<file path="config.mk">
export PLATFORM = sky130hd
export DESIGN_NAME = lcd_dec_formatter
export DESIGN_NICKNAME = d
export VERILOG_FILES = /design/src/rtl/lcd_dec_formatter.sv
export SDC_FILE = /design/constraint.sdc
export NUM_CORES = 1
export LEC_CHECK = 0
export ABC_AREA = 1
export CAP_MARGIN = 20
export CORE_MARGIN = 2
export CORE_UTILIZATION = 45
export DETAILED_ROUTE_END_ITERATION = 10
export PLACE_DENSITY = 0.68
export REMOVE_ABC_BUFFERS = 1
export SETUP_SLACK_MARGIN = 0.02
export SLEW_MARGIN = 10
export SYNTH_ARGS = -nofsm -noshare
export SYNTH_HDL_FRONTEND = slang
export SYNTH_SLANG_ARGS = --single-unit
</file>
<file path="constraint.sdc">
create_clock -name iCLK -period 1.4 [get_ports iCLK]
set_input_delay 0.21 -clock iCLK [delete_from_list [all_inputs] [get_ports iCLK]]
set_output_delay 0.21 -clock iCLK [all_outputs]
set_load 0.03 [all_outputs]
</file>
<file path="src/rtl/lcd_dec_formatter.sv">
// rtl/lcd_dec_formatter.sv - sequential double-dabble binary-to-ASCII feeder for a 2x6 LCD
module lcd_dec_formatter #(
    parameter logic [7:0] PREFIX      = 8'h20,
    parameter bit         BLANK_ZEROS = 1'b1
) (
    input  logic        iCLK,
    input  logic        iRST_N,
    input  logic        i_start,
    input  logic [15:0] i_value0,
    input  logic [15:0] i_value1,
    output logic        o_busy,
    output logic        o_done,
    output logic [7:0]  d0x0,
    output logic [7:0]  d0x1,
    output logic [7:0]  d0x2,
    output logic [7:0]  d0x3,
    output logic [7:0]  d0x4,
    output logic [7:0]  d0x5,
    output logic [7:0]  d1x0,
    output logic [7:0]  d1x1,
    output logic [7:0]  d1x2,
    output logic [7:0]  d1x3,
    output logic [7:0]  d1x4,
    output logic [7:0]  d1x5
);

    typedef enum logic [1:0] {IDLE, SHIFT, WRITE} state_t;

    state_t      state;
    state_t      state_next;
    logic [15:0] bin0;
    logic [15:0] bin1;
    logic [19:0] bcd0;
    logic [19:0] bcd1;
    logic [4:0]  cnt;
    logic [47:0] line0;
    logic [47:0] line1;
    logic        done;
    logic [35:0] shifted0;
    logic [35:0] shifted1;

    // Pre-shift correction: any BCD digit of 5 or more gets 3 added so it carries correctly.
    function automatic logic [19:0] add3(input logic [19:0] b);
        logic [19:0] r;
        r = b;
        for (int i = 0; i < 5; i++) begin
            if (b[4*i +: 4] >= 4'd5) begin
                r[4*i +: 4] = b[4*i +: 4] + 4'd3;
            end
        end
        return r;
    endfunction

    // Packs a line as {x0..x5}: prefix, then ten-thousands down to units, leading zeros optionally blanked.
    function automatic logic [47:0] to_ascii(input logic [19:0] b);
        logic [47:0] r;
        logic        lead;
        logic [3:0]  digit;
        r          = '0;
        r[47:40]   = PREFIX;
        lead       = BLANK_ZEROS;
        for (int i = 0; i < 5; i++) begin
            digit = b[19-4*i -: 4];
            if (lead && (digit == 4'd0) && (i < 4)) begin
                r[39-8*i -: 8] = 8'h20;
            end else begin
                r[39-8*i -: 8] = {4'h3, digit};
                lead           = 1'b0;
            end
        end
        return r;
    endfunction

    assign shifted0 = {add3(bcd0), bin0} << 1;
    assign shifted1 = {add3(bcd1), bin1} << 1;

    // State register.
    always_ff @(posedge iCLK or negedge iRST_N) begin
        if (!iRST_N) begin
            state <= IDLE;
        end else begin
            state <= state_next;
        end
    end

    // Next-state: sixteen shifts, then one write cycle.
    always_comb begin
        state_next = state;
        case (state)
            IDLE:    if (i_start) state_next = SHIFT;
            SHIFT:   if (cnt == 5'd15) state_next = WRITE;
            WRITE:   state_next = IDLE;
            default: state_next = IDLE;
        endcase
    end

    // Outputs decoded from state and the registered done flag.
    always_comb begin
        o_busy = (state != IDLE);
        o_done = done;
    end

    // Datapath: capture, shift-add-3 per clock, and registered character update at WRITE.
    always_ff @(posedge iCLK or negedge iRST_N) begin
        if (!iRST_N) begin
            bin0  <= '0;
            bin1  <= '0;
            bcd0  <= '0;
            bcd1  <= '0;
            cnt   <= '0;
            line0 <= {6{8'h20}};
            line1 <= {6{8'h20}};
            done  <= 1'b0;
        end else begin
            done <= 1'b0;
            case (state)
                IDLE: begin
                    if (i_start) begin
                        bin0 <= i_value0;
                        bin1 <= i_value1;
                        bcd0 <= '0;
                        bcd1 <= '0;
                        cnt  <= '0;
                    end
                end
                SHIFT: begin
                    bcd0 <= shifted0[35:16];
                    bin0 <= shifted0[15:0];
                    bcd1 <= shifted1[35:16];
                    bin1 <= shifted1[15:0];
                    cnt  <= cnt + 5'd1;
                end
                WRITE: begin
                    line0 <= to_ascii(bcd0);
                    line1 <= to_ascii(bcd1);
                    done  <= 1'b1;
                end
                default: ;
            endcase
        end
    end

    assign {d0x0, d0x1, d0x2, d0x3, d0x4, d0x5} = line0;
    assign {d1x0, d1x1, d1x2, d1x3, d1x4, d1x5} = line1;

endmodule

</file>
== Word-level counts from Yosys, hierarchy flattened ==
Cells that the tools add are included.
Word-level totals
  flip-flop bits (word level): 154
  bits of input ports: 35
  logic and storage cells: 97
Operators by class
  $add $sub $neg: 11
  order comparisons: 10
  equal/unequal tests: 5
  mux-type cells: 43
  reduce and logical (&&, ||, !) cells: 19
Operators with widths (count)
  one-hot mux 20 bit (2 select lines): 2
  one-hot mux 16 bit (2 select lines): 2
  2-to-1 mux 5 bit: 9
  greater-or-equal comparator 4 x 3 -> 1 bit, second input constant: 10
  adder 4 x 2 -> 4 bit, second input constant: 8
  zero test 4 bit: 8
  2-to-1 mux 16 bit: 2
  2-to-1 mux 4 bit: 8
  2-to-1 mux 20 bit: 1
  2-to-1 mux 1 bit: 13
  one-hot mux 5 bit (2 select lines): 1
  adder 3 x 2 -> 3 bit, second input constant: 2
  logical AND 1 bit: 6
  2-to-1 mux 3 bit: 2
  adder 5 x 1 -> 5 bit, second input constant: 1
  equality test 5 x 4 -> 1 bit, second input constant: 1
  2-to-1 mux 2 bit: 2
  inequality test 2 bit, second input constant: 2
  one-hot mux 2 bit (2 select lines): 1
  AND reduction 2 bit: 2
  nonzero test 2 bit: 2
  equality test 2 x 1 -> 1 bit, second input constant: 1
  equality test 2 bit, second input constant: 1
  zero test 2 bit: 1

== Logic depth before layout (Yosys ltp) ==
  depth after elaboration: 11
  gate-level depth with buffers: 9
  mapped depth without buffers: 9

== Worst setup path after synthesis ==
No wires, ideal clock.
  kind: register to register
  from: reg bcd0[4]
  to: reg bcd0[5]
  setup time: 0.117 ns
  data arrival time: 1.142 ns
  required time: 1.283 ns
  slack: 0.141 ns
  stages on the path, launching flop included: 9
  path buffers: 0
  clock period less this slack: 1.259 ns
  cells stage by stage: dfrtp_1 > inv_1 > ha_1 > inv_1 > nor2_1 > o21ai_0 > nand2_1 > nand3_1 > nand2_1
On the way
  longest elaborated chain between the ends: 3
Ends and longest elaborated chain
  start, declared: line 33  | logic [19:0] bcd0;
  start signal, assigned: line 127  | bcd0 <= shifted0[35:16];
  adder 4 x 2 -> 4 bit / greater-or-equal comparator 4 x 3 -> 1 bit (equally long branches): line 48, 47
  2-to-1 mux 4 bit *: line 47  | if (b[4*i +: 4] >= 4'd5) begin
  one-hot mux 20 bit (2 select lines) *: line 116  | case (state)
Every way passes the cells marked *; elsewhere a longest branch is shown, timed or not.
A chain may end at the register's enable or synchronous reset.

== Final worst setup path ==
  from: reg state[1]
  to: out o_busy
On the way
  longest elaborated chain between the ends: 1
Ends and longest elaborated chain
  start, declared: line 29  | state_t state;
  start signal, assigned: line 82  | state <= state_next;
  nonzero test 2 bit: line 99  | o_busy = (state != IDLE);
  end, declared: line 11  | output logic o_busy,
Every way passes these cells.

==> results by group <==
Clock tree
  – Clock Tree Root: clkbuf_16
  – Clock latency at the later pin of the worst-skew pair: 0.42 ns
  – Longest Clk Path Bufs: 2
  – Clock transition at the registers of the reported paths: 0.05 ns
  – H-tree depth: 4
  – TritonCTS buffer count: 17
  – CTS tree: done
  – Clk sinks: 129

Worst setup path
  – Max Fanout on Critical Path: 2
  – Slowest-stage cell, CP: dfrtp_1
  – CP top delay family: flip-flops
  – R2R Path End: bcd1[17]
  – R2R Setup Slk: 0.05 ns
  – Critical Path Max Stage Delay: 0.39 ns
  – Setup crit end kind: output port
  – RR Startpoint: bcd1[17]
  – Worst setup path class: register to output port
  – Crit path launch type: register
  – CP bufs+invs: 2
  – CP arrival: 1.14 ns
  – Critical Path, Cell by Cell: nor2_2 > inv_2 > buf_6
  – Critical path origin: state[1]
  – Worst EP required: 1.19 ns
  – Reg2Reg Depth: 7

Job
  – Max Cap Viol: 0

GRT
  – Initial antenna violation count: 0
  – Vias in the first global route: 4981
  – Global Route Usage Sum: 0.194
  – GRT Residual Overflow: 0
  – Global-route wire length before repair: 23.0 mm
  – Largest net degree at the start of global routing: 57

Floorplanning
  – Number of top-level pins: 133
  – Die area: 15300 um^2
  – Die W: 124 um
  – Starting Density: 0.463
  – Die Ht: 124 um
  – Site Rows: 43
  – Core Area: 13900 um^2

Route
  – Drt initial violations: 333
  – Wirelength per Cell: 14.0 um
  – Vias per cell: 4.84
  – Antenna-violating nets left: 0
  – Vias: 5276
  – Drt total wl: 15.3 mm
  – Drt pass-1 iters: 5
  – Residual DRC: 0

Place
  – Placed Instances: 1041
  – Pre-CTS setup slack: -0.0671 ns
  – Final RePlAce weighted congestion: 0.830
  – Cell Area, Placed: 7570 um^2
  – DP HPWL: 9.48 mm
  – Port Buf Inserts: 86

Power
  – Int Pwr: 11.4 mW
  – Peak VDD IR: 1.14 mV
  – Total Power: 19.3 mW
  – Net switching power: 7.89 mW
  – PwrDens: 2290 nW/um^2
  – Switching portion of total power: 0.410
  – Comb power frac: 0.458
  – Lkg Pwr: 4.21 nW
  – Clock power share: 0.220
  – Flop pwr share: 0.321

Synthesis
  – Synth Cell Area: 6450 um^2
  – Syn avg cell area: 8.45 um^2
  – Sequential element share of the synthesized area: 0.500
  – #FFs+latches synth: 129
  – Leading cell types by total area after synthesis: dfrtp_1 50%, nand2_1 14%, buf_4 5.7%
  – Mapped Cells: 764
  – Largest area contributor in the netlist: dfrtp_1
  – Library cells used by synthesis: 28
  – Number of synthesis warnings: 0
  – Share of the synthesized area in the top cell type: 0.500

Timing
  – RSZ-0062 raised after global routing: true
  – Period minus WS final: 1.35 ns
  – Tcrit/Tclk final: 0.965
  – Hold Slack: 0.253 ns
  – FMAX: 740 MHz
  – Slew Limit Fails: 0
  – Final WS setup: 0.0493 ns
  – Final Hold Fails: 0
  – Clock Skew: 0.00529 ns
  – Final setup violation count: 0

Finish
  – Final layout net count: 964
  – Most frequent cells in the layout: 242 x nand2_1, 127 x dfrtp_1, 58 x o21ai_0
  – Most common cell after layout, fill and taps aside: nand2_1
  – Antenna cells: 0
  – Multi-input logic area: 2760 um^2
  – Synthesis-to-layout area growth: 30.3%
  – Post-Layout Cell Count: 1091
  – Storage cell area: 3230 um^2
  – # fillers: 1235
  – Layout cells sized above 1: 0.204
  – Final instance area: 8410 um^2

Run status
  – Status: complete, no violations

Min path
  – Hold WC Path Type: primary input to asynchronous set/reset pin
[power by group through the flow]
stage | clock network (mW) | logic (mW) | registers, mW
final | 4.24 | 8.83 | 6.18
after global routing | 4.49 | 9.93 | 6.37
after CTS | 4.31 | 8.18 | 6.14
after detailed placement | 0 | 8.34 | 6.18
after global placement | 0 | 8.11 | 6.15
after floorplan | 0 | 4.52 | 6.93
[registers in the layout, summed over array words and instances (netlist names)]
signal,flops
state,2
line0,25
cnt,5
o_done,1
line1,24
bin1,16
bcd1,20
bin0,16
bcd0,20
[per-stage QoR]
stage,utilization,setup TNS (ns)
after global placement,0.543,-0.205
after global routing,0.603,-0.0302
after CTS,0.585,0
after floorplan,-,-18.15
after detailed placement,0.543,-1.12
final,0.603,0
[worst max-delay path by stage]
stage	endpoint	depth (start not counted)
floorplan	state[0]	5
detailed placement	bin0[5]	6
CTS	o_busy	3
global route	bcd1[17]	8
global placement	bin0[7]	6
finish	o_busy	3
[area by class of cell]
type,instances,share of cell area
sequential,129,0.384
multi-input combinational,539,0.328
timing repair buffer,147,0.163
clock buffer,22,0.0564
inverter,67,0.0317
tap,180,0.0268
clock inverter,7,0.0101
[Yosys cell counts]
master,count
a21oi_1,6
a22o_1,1
buf_2,16
buf_4,49
buf_6,7
clkbuf_1,1
conb_1,2
dfrtp_1,129
ha_1,28
inv_1,63
inv_2,3
inv_4,1
nand2_1,245
nand2_2,2
nand2_8,1
nand3_1,57
nand4_1,6
nor2_1,40
nor2_4,2
o211ai_1,9
o21ai_0,66
o21ai_1,3
o21ai_2,2
o21bai_1,1
o22ai_1,19
or2_2,1
xnor2_1,1
xor2_1,3
[logic make-up after synthesis]
group	after synthesis	synth area share
flops	129	0.500
other cells	2	0.00116
buf+inv	140	0.122
simple gates	354	0.225
fa+ha+maj	28	0.0543
compound gates	107	0.0923
xor+xnor	4	0.00543
[per-layer routing]
metal  wire, um  vias up  track usage
met2       7270      149        0.298
met3        883       21       0.0595
met5          0        -            0
met4        223        0       0.0824
met1       6910     2475        0.255
li1           -     2631            -
[timing repair]
action	in CTS	in global routing
hold endpoints to repair	20	0
hold buffers	1	0
buffers inserted	1	13
cloned	0	6
endpoints found under the setup margin	55	152
gates resized for setup	102	104
pin swaps	1	10
Note: power is estimated with default switching activity, not from simulation.
